File: config.mk
export PLATFORM = sky130hd
export DESIGN_NAME = display_page_scheduler
export DESIGN_NICKNAME = d
export VERILOG_FILES = /design/src/rtl/display_page_scheduler.sv
export SDC_FILE = /design/constraint.sdc
export NUM_CORES = 1
export LEC_CHECK = 0
export CORE_UTILIZATION = 43
export DETAILED_ROUTE_END_ITERATION = 10
export PLACE_DENSITY = 0.9
export SYNTH_ARGS = -nofsm -noshare
export SYNTH_HDL_FRONTEND = slang
export SYNTH_SLANG_ARGS = --single-unit
export TNS_END_PERCENT = 50
File: constraint.sdc
create_clock -name clk -period 4.6 [get_ports clk]
set_input_delay 0.46 -clock clk [delete_from_list [all_inputs] [get_ports clk]]
set_output_delay 0.46 -clock clk [all_outputs]
set_load 0.03 [all_outputs]
File: src/rtl/display_page_scheduler.sv
// Time-shares the LED-matrix driver between status pages: round-robin rotation on the 1 Hz tick, alert pages pre-empt and blink.
// Registered outputs with 1-cycle latency from page_data; no backpressure, and the driver samples frame_out whenever frame_update pulses.
module display_page_scheduler #(
  parameter  int N_PAGES     = 2,
  parameter  int DWELL_TICKS = 2,
  localparam int PSW         = (N_PAGES > 1) ? $clog2(N_PAGES) : 1
) (
  input  logic                  clk,
  input  logic                  rst,
  input  logic                  tick_1hz,
  input  logic [35*N_PAGES-1:0] page_data,
  input  logic [N_PAGES-1:0]    page_valid,
  input  logic [N_PAGES-1:0]    alert_req,
  output logic [34:0]           frame_out,
  output logic [PSW-1:0]        page_sel,
  output logic                  alert_active,
  output logic                  frame_update
);

  typedef enum logic [1:0] {IDLE, SHOW, ALERT} state_t;

  state_t         state_q, state_d;
  logic [PSW-1:0] sel_q, sel_d, ret_q, ret_d;
  logic [3:0]     dwell_q, dwell_d;
  logic           phase_q, phase_d;
  logic [2:0]     sync_q;
  logic           tick_p_q;
  logic [34:0]    frame_q, frame_d;
  logic           alert_q, alert_d, upd_q, upd_d;

  logic [N_PAGES-1:0] eff;
  logic [PSW-1:0]     winner, lowest;

  // First valid index strictly after cur, wrapping; returns cur if it is the only valid page.
  function automatic logic [PSW-1:0] next_valid(input logic [PSW-1:0] cur,
                                                input logic [N_PAGES-1:0] vld);
    logic [PSW-1:0] res;
    logic           found;
    res   = cur;
    found = 1'b0;
    for (int k = 1; k <= N_PAGES; k++) begin
      int idx;
      idx = (int'(cur) + k) % N_PAGES;
      if (!found && vld[idx]) begin
        res   = PSW'(idx);
        found = 1'b1;
      end
    end
    return res;
  endfunction

  assign eff    = alert_req & page_valid;
  assign lowest = next_valid(PSW'(N_PAGES - 1), page_valid);

  always_comb begin
    winner = '0;
    for (int k = N_PAGES - 1; k >= 0; k--) begin
      if (eff[k]) winner = PSW'(k);
    end
  end

  always_comb begin
    state_d = state_q;
    sel_d   = sel_q;
    ret_d   = ret_q;
    dwell_d = dwell_q;
    phase_d = 1'b1;
    if (page_valid == '0) begin
      state_d = IDLE;
      sel_d   = '0;
      dwell_d = '0;
    end else if (eff != '0) begin
      state_d = ALERT;
      sel_d   = winner;
      dwell_d = '0;
      if (state_q != ALERT) begin
        ret_d = (state_q == SHOW) ? sel_q : lowest;
      end else if (winner == sel_q) begin
        phase_d = tick_p_q ? ~phase_q : phase_q;
      end
    end else begin
      state_d = SHOW;
      case (state_q)
        IDLE: begin
          sel_d   = lowest;
          dwell_d = '0;
        end
        ALERT: begin
          sel_d   = page_valid[ret_q] ? ret_q : next_valid(ret_q, page_valid);
          dwell_d = '0;
        end
        default: begin
          if (!page_valid[sel_q]) begin
            sel_d   = next_valid(sel_q, page_valid);
            dwell_d = '0;
          end else if (tick_p_q) begin
            if (dwell_q == 4'(DWELL_TICKS - 1)) begin
              dwell_d = '0;
              sel_d   = next_valid(sel_q, page_valid);
            end else begin
              dwell_d = dwell_q + 4'd1;
            end
          end
        end
      endcase
    end
  end

  always_comb begin
    frame_d = '0;
    if (state_d == SHOW || (state_d == ALERT && phase_d)) begin
      frame_d = page_data[35*int'(sel_d) +: 35];
    end
    alert_d = (state_d == ALERT);
    upd_d   = (state_d != IDLE) &&
              ((sel_d != sel_q) || (phase_d != phase_q) || (state_d != state_q));
  end

  always_ff @(posedge clk or posedge rst) begin
    if (rst) begin
      state_q  <= IDLE;
      sel_q    <= '0;
      ret_q    <= '0;
      dwell_q  <= '0;
      phase_q  <= 1'b1;
      sync_q   <= '0;
      tick_p_q <= 1'b0;
      frame_q  <= '0;
      alert_q  <= 1'b0;
      upd_q    <= 1'b0;
    end else begin
      state_q  <= state_d;
      sel_q    <= sel_d;
      ret_q    <= ret_d;
      dwell_q  <= dwell_d;
      phase_q  <= phase_d;
      sync_q   <= {sync_q[1:0], tick_1hz};
      tick_p_q <= sync_q[1] & ~sync_q[2];
      frame_q  <= frame_d;
      alert_q  <= alert_d;
      upd_q    <= upd_d;
    end
  end

  assign frame_out    = frame_q;
  assign page_sel     = sel_q;
  assign alert_active = alert_q;
  assign frame_update = upd_q;

endmodule
; After elaboration in Yosys (flattened, before gate mapping)
; Index checks and enable logic that the tools add are counted.
[word_totals]
regBits = 50
in_bits = 77
out_inout_bits = 38
elab_cells = 125
[op_classes]
add_sub_neg = 5
multipliers = 1
magnitude_cmp = 6
n_eq_ne = 11
n_shift = 1
n_mux = 63
n_bitwise = 9
reduce_logical = 19
[ops]
columns = cell, n
row1 = $shiftx 70x8->35, 1
row2 = $mux 1, 53
row3 = $mux 35, 1
row4 = $mux 4, 6
row5 = $lt 2x3->1 const B, 4
row6 = $mul 6x1->7 const A, 1
row7 = $logic_and 1x1->1, 6
row8 = $ne 5x5->1 const B, 1
row9 = $add 1x1->1 const B, 4
row10 = $add 4x1->4 const B, 1
row11 = $and 1x1->1 const A, 4
row12 = $eq 2x1->1 const B, 2
row13 = $eq 2x2->1 const B, 2
row14 = $eq 4x1->1 const B, 1
row15 = $logic_not 1->1, 4
row16 = $logic_not 2->1, 2
row17 = $lt 1x2->1 const B, 2
row18 = $mux 2, 2
row19 = $reduce_bool 2->1, 2
row20 = $logic_or 1x1->1, 3
row21 = $not 1->1, 3
row22 = $reduce_and 3->1, 1
row23 = $and 2x2->2, 1
row24 = $ne 1x1->1, 2
row25 = 6 further kinds, 6

; Depth between registers and ports, before layout
; Gate-level depths: netlist of the first run.
[logic_depth]
word_depth = 25
mapped_depth = 9
mapped_depth_nobuf = 7

; Worst setup path before layout of the first run
; Ideal clock, no wire load.
[synth_path]
path_kind = register to register
startpoint = register dwell_q[1]
endpoint = register frame_q[14], in the netlist frame_out[14]
setup_time_ns = 0.121
t_arrival_ns = 1.677
t_required_ns = 4.479
path_slack_ns = 2.802
stages_incl_launch_ff = 10
path_buffers = 2
period_less_slack_ns = 1.798
path_cell_list = dfrtp_1 > inv_1 > ha_1 > nor3b_4 > mux2i_1 > o32ai_2 > buf_6 > buf_12 > mux2i_1 > nor2_1
[synth_between]
elab_chain_cells = 10
[synth_lines]
columns = item, line_no
row1 = start: declaration, 24  ; logic [3:0] dwell_q, dwell_d;
row2 = start signal: assignment, 135  ; dwell_q <= dwell_d;
row3 = $eq 4x1->1, 97  ; if (dwell_q == 4'(DWELL_TICKS - 1)) begin
row4 = $mux 1, 97
row5 = $mux 1, 96  ; end else if (tick_p_q) begin
row6 = $mux 1, 93  ; if (!page_valid[sel_q]) begin
row7 = $pmux 1 s2, 83  ; case (state_q)
row8 = $mux 1, 72  ; end else if (eff != '0) begin
row9 = $mux 1, 68  ; if (page_valid == '0) begin
row10 = $mul 6x1->7, 112  ; frame_d = page_data[35*int'(sel_d) +: 35];
row11 = $shiftx 70x8->35, 112
row12 = $mux 35, 111  ; if (state_d == SHOW || (state_d == ALERT && phase_d)) begin
row13 = net frame_d[14], 28  ; logic [34:0] frame_q, frame_d;
row14 = end signal: assignment, 139  ; frame_q <= frame_d;
row15 = end: declaration, 28
; The timed path passes the listed nets, and every way through them passes these cells.
; A chain may end at the register's enable or synchronous reset.

; Worst setup path after layout of the first run
[layout_path]
startpoint = input page_valid[0]
endpoint = register frame_q[13], in the netlist frame_out[13]
[layout_between]
elab_chain_cells = 22
elab_cells_between_ends = 72
cone_classes = mul (1) / eq/ne (3) / shift (1) / mux (54) / bitwise (1) / reduce/logical (12)
[layout_lines]
columns = item, line_no
row1 = start: declaration, 12  ; input logic [N_PAGES-1:0] page_valid,
row2 = $mux 1 (implied by the code) (3 in a row), 44  ; if (!found && vld[idx]) begin
row3 = $mux 1, 44
row4 = $mux 1, 97
row5 = $mux 1, 96
row6 = $mux 1, 93
row7 = $mux 1, 83
row8 = $mux 1, 72
row9 = $mux 1, 68
row10 = [5 not listed], --
row11 = $mux 1, 93
row12 = $pmux 1 s2, 83
row13 = $mux 1, 72
row14 = $mux 1, 68
row15 = $mul 6x1->7, 112
row16 = $shiftx 70x8->35, 112
row17 = $mux 35 *, 111
row18 = net frame_d[13], 28
; The timed path passes the listed nets; every way through them passes the cells marked *. The select of a mux whose other input is x is not followed.

==> impl_metrics.json, run 1 <==
{
  "route.antenna.remaining_nets": 0,
  "min_period_ps": 2300,
  "placed_area_um2": 3380,
  "critical_path_data_required_time_ps": 4750,
  "finClkSkew_ps": 8.31,
  "die_extent_in_x_um": 74.0,
  "cts_hold_repair.buffers": 0,
  "crit_family": "buffers and inverters",
  "sum_of_overflow_across_all_layers_after_global_routing": 0,
  "finalWeightedCongestion": 0.819,
  "cts_buffer_depth": 2,
  "dr_wl_met3_um": 450,
  "kind_of_end_point_of_the_critical_path": "register",
  "power.leakage_nw": 1.61,
  "unrepaired_setup_endpoints_after_global_routing": "no",
  "numClockSinks": 49,
  "timing.setup.tns_ps": 0,
  "fp.coreArea_um2": 4850,
  "timing.slew.headroom_pct": 35.5,
  "insertedDiodeCount": 0,
  "layout-drive-gt1-share_pct": 5.47,
  "yosysWarnings": 0,
  "crit_slowest_cell": "sky130_fd_sc_hd__clkdlybuf4s50_1",
  "cts_root_buffer": "sky130_fd_sc_hd__clkbuf_8",
  "post_cts.resized_instances": 0,
  "cp_max_fo": 18,
  "post-route-drc-count": 0,
  "finalSetupViolCount": 0,
  "drt_pass1_iterations": 4,
  "floorplan.rows": 25,
  "wire_length_reported_by_the_detailed_router_um": 5000,
  "worst_path_largest_cell_delay_ps": 720,
  "fmaxAchievable_mhz": 435,
  "met2WireLength_um": 2550,
  "run_status": "finished clean",
  "netlist_area_um2": 2230,
  "initial_antenna_violation_count": 0,
  "cts_tree": "yes",
  "dp.final_hpwl_um": 3780,
  "number_of_nets_in_the_synthesized_netlist": 275,
  "crit_buf_inv": 2,
  "maxSlewViolCount": 0,
  "multi_input_area_um2": 877,
  "cp_cell_sequence": "clkdlybuf4s50_1 -> nor2b_1 -> o21ai_0 -> o32ai_4 -> buf_4 -> mux2i_1 -> nor2_1",
  "drt-wirelength-per-cell_um": 13.2,
  "postSynthRegisterBits": 49,
  "grt_max_degree": 50,
  "vias": 1813,
  "vdd_drop_max_mv": 0.172,
  "n_fill_cell": 368,
  "cts_made_buffers": 5,
  "top_level_ports": 115,
  "h-tree-depth": 2,
  "worst-slew-pin-transition_ps": 966,
  "buffer_ports.inserted": 114,
  "syn_to_final_growth_pct": 57.1,
  "post_synth.cell_area_avg_um2": 11.4,
  "drtIter0Drc": 72,
  "cts_setup_buffers": 0,
  "cts.clk_slew.worst_paths_ps": 90,
  "criticalPathCategory": "input port to register",
  "drt-vias-per-instance": 4.80,
  "ys_seq_area_share_pct": 55.1,
  "groute.usage.overall_pct": 19.2,
  "maxCapViolCount": 0,
  "critical_path_arrival_ps": 2450,
  "synthesis.instances": 196,
  "min-delay-path-class": "register to register",
  "number_of_global_route_vias_before_repair": 1722,
  "design.die.area_um2": 5470,
  "wire_length_of_the_first_global_routing_pass_um": 7860,
  "timing.critical_path.from_type": "input port",
  "floorplan.initialDensity_pct": 45.9,
  "register_cell_area_after_layout_um2": 1230,
  "clk_latency_ps": 300,
  "top_layer_used": "met4",
  "synth_cell_types": 32,
  "finalCritPeriodShare_pct": 49.9,
  "die_height_um": 74.0,
  "finalHoldViolCount": 0,
  "fin_area_um2": 3500,
  "cellPowerDensity_nw_per_um2": 330,
  "wl_met1_um": 1900,
  "final_nets": 389
}
-- synthesized netlist by cell type, drive strengths merged --
master / n / area [µm²]
nand4b: 1 / 8.76
a41oi: 1 / 8.76
dfstp: 1 / 26.3
o21ai: 6 / 30.0
xnor2: 1 / 8.76
nor3b: 3 / 33.8
and2: 1 / 6.26
mux2i: 38 / 380
nor2: 46 / 173
nand3b: 1 / 7.51
nand2: 6 / 22.5
or2b: 1 / 7.51
nor3: 3 / 15.0
buf: 10 / 111
inv: 7 / 26.3
o211ai: 1 / 7.51
o32ai: 1 / 16.3
o22ai: 1 / 6.26
nand4: 1 / 6.26
dfrtp: 48 / 1200
ha: 2 / 25.0
a21oi: 6 / 30.0
nand3: 3 / 15.0
xor2: 2 / 17.5
nor2b: 3 / 18.8
o221ai: 1 / 8.76
and2b: 1 / 8.76
-- final timing paths --
path	from	to	slack, ps	depth (start not counted)
min in group asynchronous	rst	tick_p_q$_DFF_PP0_	690	2
max reg2reg	dwell_q[1]$_DFFE_PP0P_	frame_out[13]$_DFF_PP0_	2530	8
min reg2reg	sync_q[0]$_DFF_PP0_	sync_q[1]$_DFF_PP0_	350	0
min	sync_q[0]$_DFF_PP0_	sync_q[1]$_DFF_PP0_	350	0
max in group asynchronous	rst	frame_out[13]$_DFF_PP0_	3300	2
max	page_valid[0]	frame_out[13]$_DFF_PP0_	2300	7
-- worst reg2reg max path: cells and delay by family, from the launching register on --
kind	cells	cell delay, ps
buf+inv	2	430
flops	1	420
mux	2	380
simple gates	2	310
compound gates	1	230
fa+ha+maj	1	160
-- power by group --
part | total [W] | switching, W | internal [W]
clock | 0.000321 | 0.000144 | 0.000177
sequential | 0.000491 | 0.0000187 | 0.000472
combinational | 0.000342 | 0.000173 | 0.000169
total | 0.00115 | 0.000335 | 0.000819
-- cell usage in the layout (no fill, tap or decap) --
| master | synthesis | layout |
|---|---|---|
| sky130_fd_sc_hd__clkdlybuf4s50_1 | 0 | 114 |
| sky130_fd_sc_hd__dfrtp_1 | 48 | 48 |
| sky130_fd_sc_hd__nor2_1 | 46 | 46 |
| sky130_fd_sc_hd__mux2i_1 | 38 | 38 |
| sky130_fd_sc_hd__inv_1 | 7 | 6 |
| sky130_fd_sc_hd__a21oi_1 | 6 | 6 |
| sky130_fd_sc_hd__nand2_1 | 6 | 6 |
| sky130_fd_sc_hd__clkbuf_8 | 0 | 6 |
| sky130_fd_sc_hd__o21ai_0 | 5 | 5 |
| sky130_fd_sc_hd__nor2b_1 | 3 | 3 |
| sky130_fd_sc_hd__nor3_1 | 3 | 3 |
| sky130_fd_sc_hd__nand3_1 | 3 | 3 |
| sky130_fd_sc_hd__buf_4 | 4 | 3 |
| sky130_fd_sc_hd__nor3b_1 | 2 | 2 |
| sky130_fd_sc_hd__xor2_1 | 2 | 2 |
| sky130_fd_sc_hd__ha_1 | 2 | 2 |
| sky130_fd_sc_hd__or2b_1 | 1 | 1 |
| sky130_fd_sc_hd__nand3b_1 | 1 | 1 |
| sky130_fd_sc_hd__nor3b_4 | 1 | 1 |
| sky130_fd_sc_hd__o22ai_1 | 1 | 1 |
| sky130_fd_sc_hd__o32ai_4 | 0 | 1 |
| sky130_fd_sc_hd__and2_1 | 1 | 1 |
| sky130_fd_sc_hd__xnor2_1 | 1 | 1 |
| sky130_fd_sc_hd__o211ai_1 | 1 | 1 |
| sky130_fd_sc_hd__o21ai_2 | 0 | 1 |
| sky130_fd_sc_hd__o221ai_1 | 1 | 1 |
| sky130_fd_sc_hd__a41oi_1 | 1 | 1 |
| sky130_fd_sc_hd__nand4b_1 | 1 | 1 |
| sky130_fd_sc_hd__inv_2 | 0 | 1 |
| sky130_fd_sc_hd__nand4_1 | 1 | 1 |
| sky130_fd_sc_hd__and2b_2 | 1 | 1 |
| sky130_fd_sc_hd__bufinv_16 | 0 | 1 |
| sky130_fd_sc_hd__clkinvlp_4 | 0 | 1 |
| sky130_fd_sc_hd__dfstp_2 | 1 | 1 |
-- metrics by stage --
step | utilization [%] | instances | total power [W] | hold WS (ps) | setup slack [ps]
global route | 72.2 | 378 | 0.00121 | 362 | 2100
detailed placement | 69.7 | 370 | 0.000846 | 335 | 2000
floorplan | - | 196 | 0.000693 | 331 | 2800
global placement | 69.7 | 370 | 0.000838 | 335 | 2080
CTS | 72.2 | 378 | 0.00117 | 355 | 2310
finish | 72.2 | 378 | 0.00115 | 354 | 2300
-- state kept, by name, indices dropped and copies added, names as in the netlist --
name,cells
dwell_q,4
frame_out,35
ret_q,1
sync_q,3
page_sel,1
phase_q,1
frame_update,1
tick_p_q,1
state_q,2
-- cell type report --
type	instances	area share, %
clock buffer	6	2.36
tap	67	2.40
sequential	49	35.1
clock inverter	2	1.07
multi-input combinational	130	25.1
timing repair buffer	117	33.3
inverter	7	0.751
-- routing by layer --
metal / track usage, % / vias to the layer above
li1: - / 881
met1: 21.3 / 848
met2: 32.6 / 73
met3: 8.13 / 11
met4: 7.69 / 0
met5: 0 / -
-- logic make-up (layout without fill, tap and decap cells) --
kind of cell | count (synthesis) | in the layout | synth area share, %
simple gates | 70 | 70 | 14.5
fa+ha+maj | 2 | 2 | 1.12
xor+xnor | 3 | 3 | 1.18
compound gates | 17 | 17 | 4.83
mux | 38 | 38 | 17.1
buf+inv | 17 | 132 | 6.18
flops | 49 | 49 | 55.1
No activity file was read; power rests on OpenSTA's default activity.
==> run 2: changes to the inputs <==
CORE_UTILIZATION = 36   (was 43)
PLACE_DENSITY = 0.81   (was 0.9)
clock period = 1.97 ns   (was 4.6 ns; I/O delays follow)
==> run 2 against run 1 <==
Net effect: largest power group unchanged; critical path depth is 1 higher; non-clock buffer count is 14 higher; combinational power rose by 150%; highest routed layer unchanged; critical path type is now register to register.
==> impl_metrics.json, run 2 (synthesis results as in run 1) <==
{
  "run_status": "finished clean",
  "sum_of_overflow_across_all_layers_after_global_routing": 0,
  "critical_path_arrival_ps": 2090,
  "layout-drive-gt1-share_pct": 9.88,
  "drtIter0Drc": 88,
  "fin_area_um2": 3630,
  "route.antenna.remaining_nets": 0,
  "syn_to_final_growth_pct": 62.9,
  "buffer_ports.inserted": 114,
  "criticalPathCategory": "register to register",
  "crit_slowest_cell": "sky130_fd_sc_hd__dfrtp_1",
  "placed_area_um2": 3510,
  "numClockSinks": 49,
  "die_height_um": 80.7,
  "finClkSkew_ps": 6.10,
  "timing.setup.tns_ps": 0,
  "unrepaired_setup_endpoints_after_global_routing": "yes",
  "clk_latency_ps": 290,
  "met2WireLength_um": 2740,
  "cts_buffer_depth": 2,
  "grt_max_degree": 23,
  "number_of_global_route_vias_before_repair": 1840,
  "cellPowerDensity_nw_per_um2": 736,
  "post-route-drc-count": 0,
  "fp.coreArea_um2": 5960,
  "timing.critical_path.from_type": "register",
  "cts_made_buffers": 5,
  "commonest_non_fill_non_tap_cell_in_the_layout": "sky130_fd_sc_hd__clkdlybuf4s50_1",
  "finalHoldViolCount": 0,
  "wire_length_of_the_first_global_routing_pass_um": 8470,
  "design.die.area_um2": 6510,
  "maxSlewViolCount": 0,
  "drt-vias-per-instance": 4.71,
  "total_power_w": 0.00267,
  "vdd_drop_max_mv": 0.469,
  "timing.slew.headroom_pct": 72.5,
  "min_period_ps": 1920,
  "cts.clk_slew.worst_paths_ps": 90,
  "worst_path_largest_cell_delay_ps": 390,
  "dp.final_hpwl_um": 4140,
  "h-tree-depth": 2,
  "power.leakage_nw": 1.68,
  "maxCapViolCount": 0,
  "floorplan.rows": 28,
  "largest_register_ff_count": 35,
  "die_extent_in_x_um": 80.7,
  "cts_tree": "yes",
  "top_layer_used": "met4",
  "finalCritPeriodShare_pct": 97.3,
  "cp_max_fo": 17,
  "fmaxAchievable_mhz": 522,
  "placed_cells_incl_taps": 391,
  "finalWeightedCongestion": 0.818,
  "worst-slew-pin-transition_ps": 409,
  "kind_of_end_point_of_the_critical_path": "register",
  "insertedDiodeCount": 0,
  "dr_wl_met3_um": 414,
  "drt-wirelength-per-cell_um": 13.2,
  "critical_path_data_required_time_ps": 2150,
  "cts_hold_repair.buffers": 0,
  "finalSetupViolCount": 0,
  "cts_root_buffer": "sky130_fd_sc_hd__clkbuf_8",
  "groute.usage.overall_pct": 17.1,
  "top_level_ports": 115,
  "most-common-layout-cells": "sky130_fd_sc_hd__clkdlybuf4s50_1 (114), sky130_fd_sc_hd__dfrtp_1 (48), sky130_fd_sc_hd__nor2_1 (46)",
  "final-instance-count-excl-fill": 399,
  "wl_met1_um": 2060,
  "min-delay-path-class": "input port to asynchronous set/reset pin",
  "drt_pass1_iterations": 5,
  "cp_cell_sequence": "inv_1 -> ha_2 -> nor3b_4 -> mux2i_2 -> o32ai_4 -> buf_12 -> mux2i_1 -> nor2_1",
  "final_nets": 403,
  "initial_antenna_violation_count": 0,
  "wire_length_reported_by_the_detailed_router_um": 5280,
  "vias": 1880,
  "floorplan.initialDensity_pct": 37.4
}
-- run 2: metrics by stage --
| step | hold slack, ps | utilization, % | worst slack [ps] |
|---|---|---|---|
| finish | 192 | 60.9 | 53.5 |
| global route | 205 | 60.9 | -71.2 |
| CTS | 192 | 60.8 | 14.6 |
| detailed placement | 360 | 58.9 | -77.6 |
| global placement | 359 | 58.9 | -75.3 |
| floorplan | 228 | - | 172 |
-- run 2: repair_timing --
item,CTS,global route
pin swaps,0,1
resized for setup,1,2
cloned,0,0
buffers inserted,0,1
endpoints found under the setup margin,1,35
-- run 2: critical path: cells and delay by family, from the launching register on --
family	cells	cell delay [ps]
adder cells (fa/ha/maj)	1	170
buffers and inverters	2	290
multiplexers	2	330
AND/OR/NAND/NOR	2	290
flip-flops	1	390
AO/OA/AOI/OAI	1	340
-- run 2: final cells by class --
class,instances,area (µm²)
tap,75,93.8
inverter,7,26.3
clock inverter,2,35.0
fill,533,2330
multi-input combinational,130,883
timing repair buffer,131,1290
sequential,49,1230
clock buffer,5,68.8
-- run 2: path summary, 6_finish.rpt --
check | startpoint | to | slack (ps) | cells after the start
max in group asynchronous | rst | frame_out[9]$_DFF_PP0_ | 1160 | 3
worst max-delay path | dwell_q[1]$_DFFE_PP0P_ | frame_out[10]$_DFF_PP0_ | 50 | 8
worst min-delay path | rst | state_q[0]$_DFF_PP0_ | 190 | 2
worst max register to register | dwell_q[1]$_DFFE_PP0P_ | frame_out[10]$_DFF_PP0_ | 50 | 8
min in group clk | tick_1hz | sync_q[0]$_DFF_PP0_ | 360 | 1
worst min register to register | sync_q[1]$_DFF_PP0_ | sync_q[2]$_DFF_PP0_ | 380 | 0
-- run 2: power breakdown --
group,total (W),internal [W],leakage [nW],switching [W]
combinational,0.000853,0.000429,1.02,0.000424
sequential,0.00114,0.00110,0.604,0.0000337
clock,0.000680,0.000369,0.0540,0.000311
-- run 2: per-layer routing --
layer | track usage [%] | vias up
li1 | - | 910
met1 | 20.0 | 879
met2 | 29.7 | 85
met3 | 5.91 | 6
met4 | 4.46 | 0
met5 | 0 | -
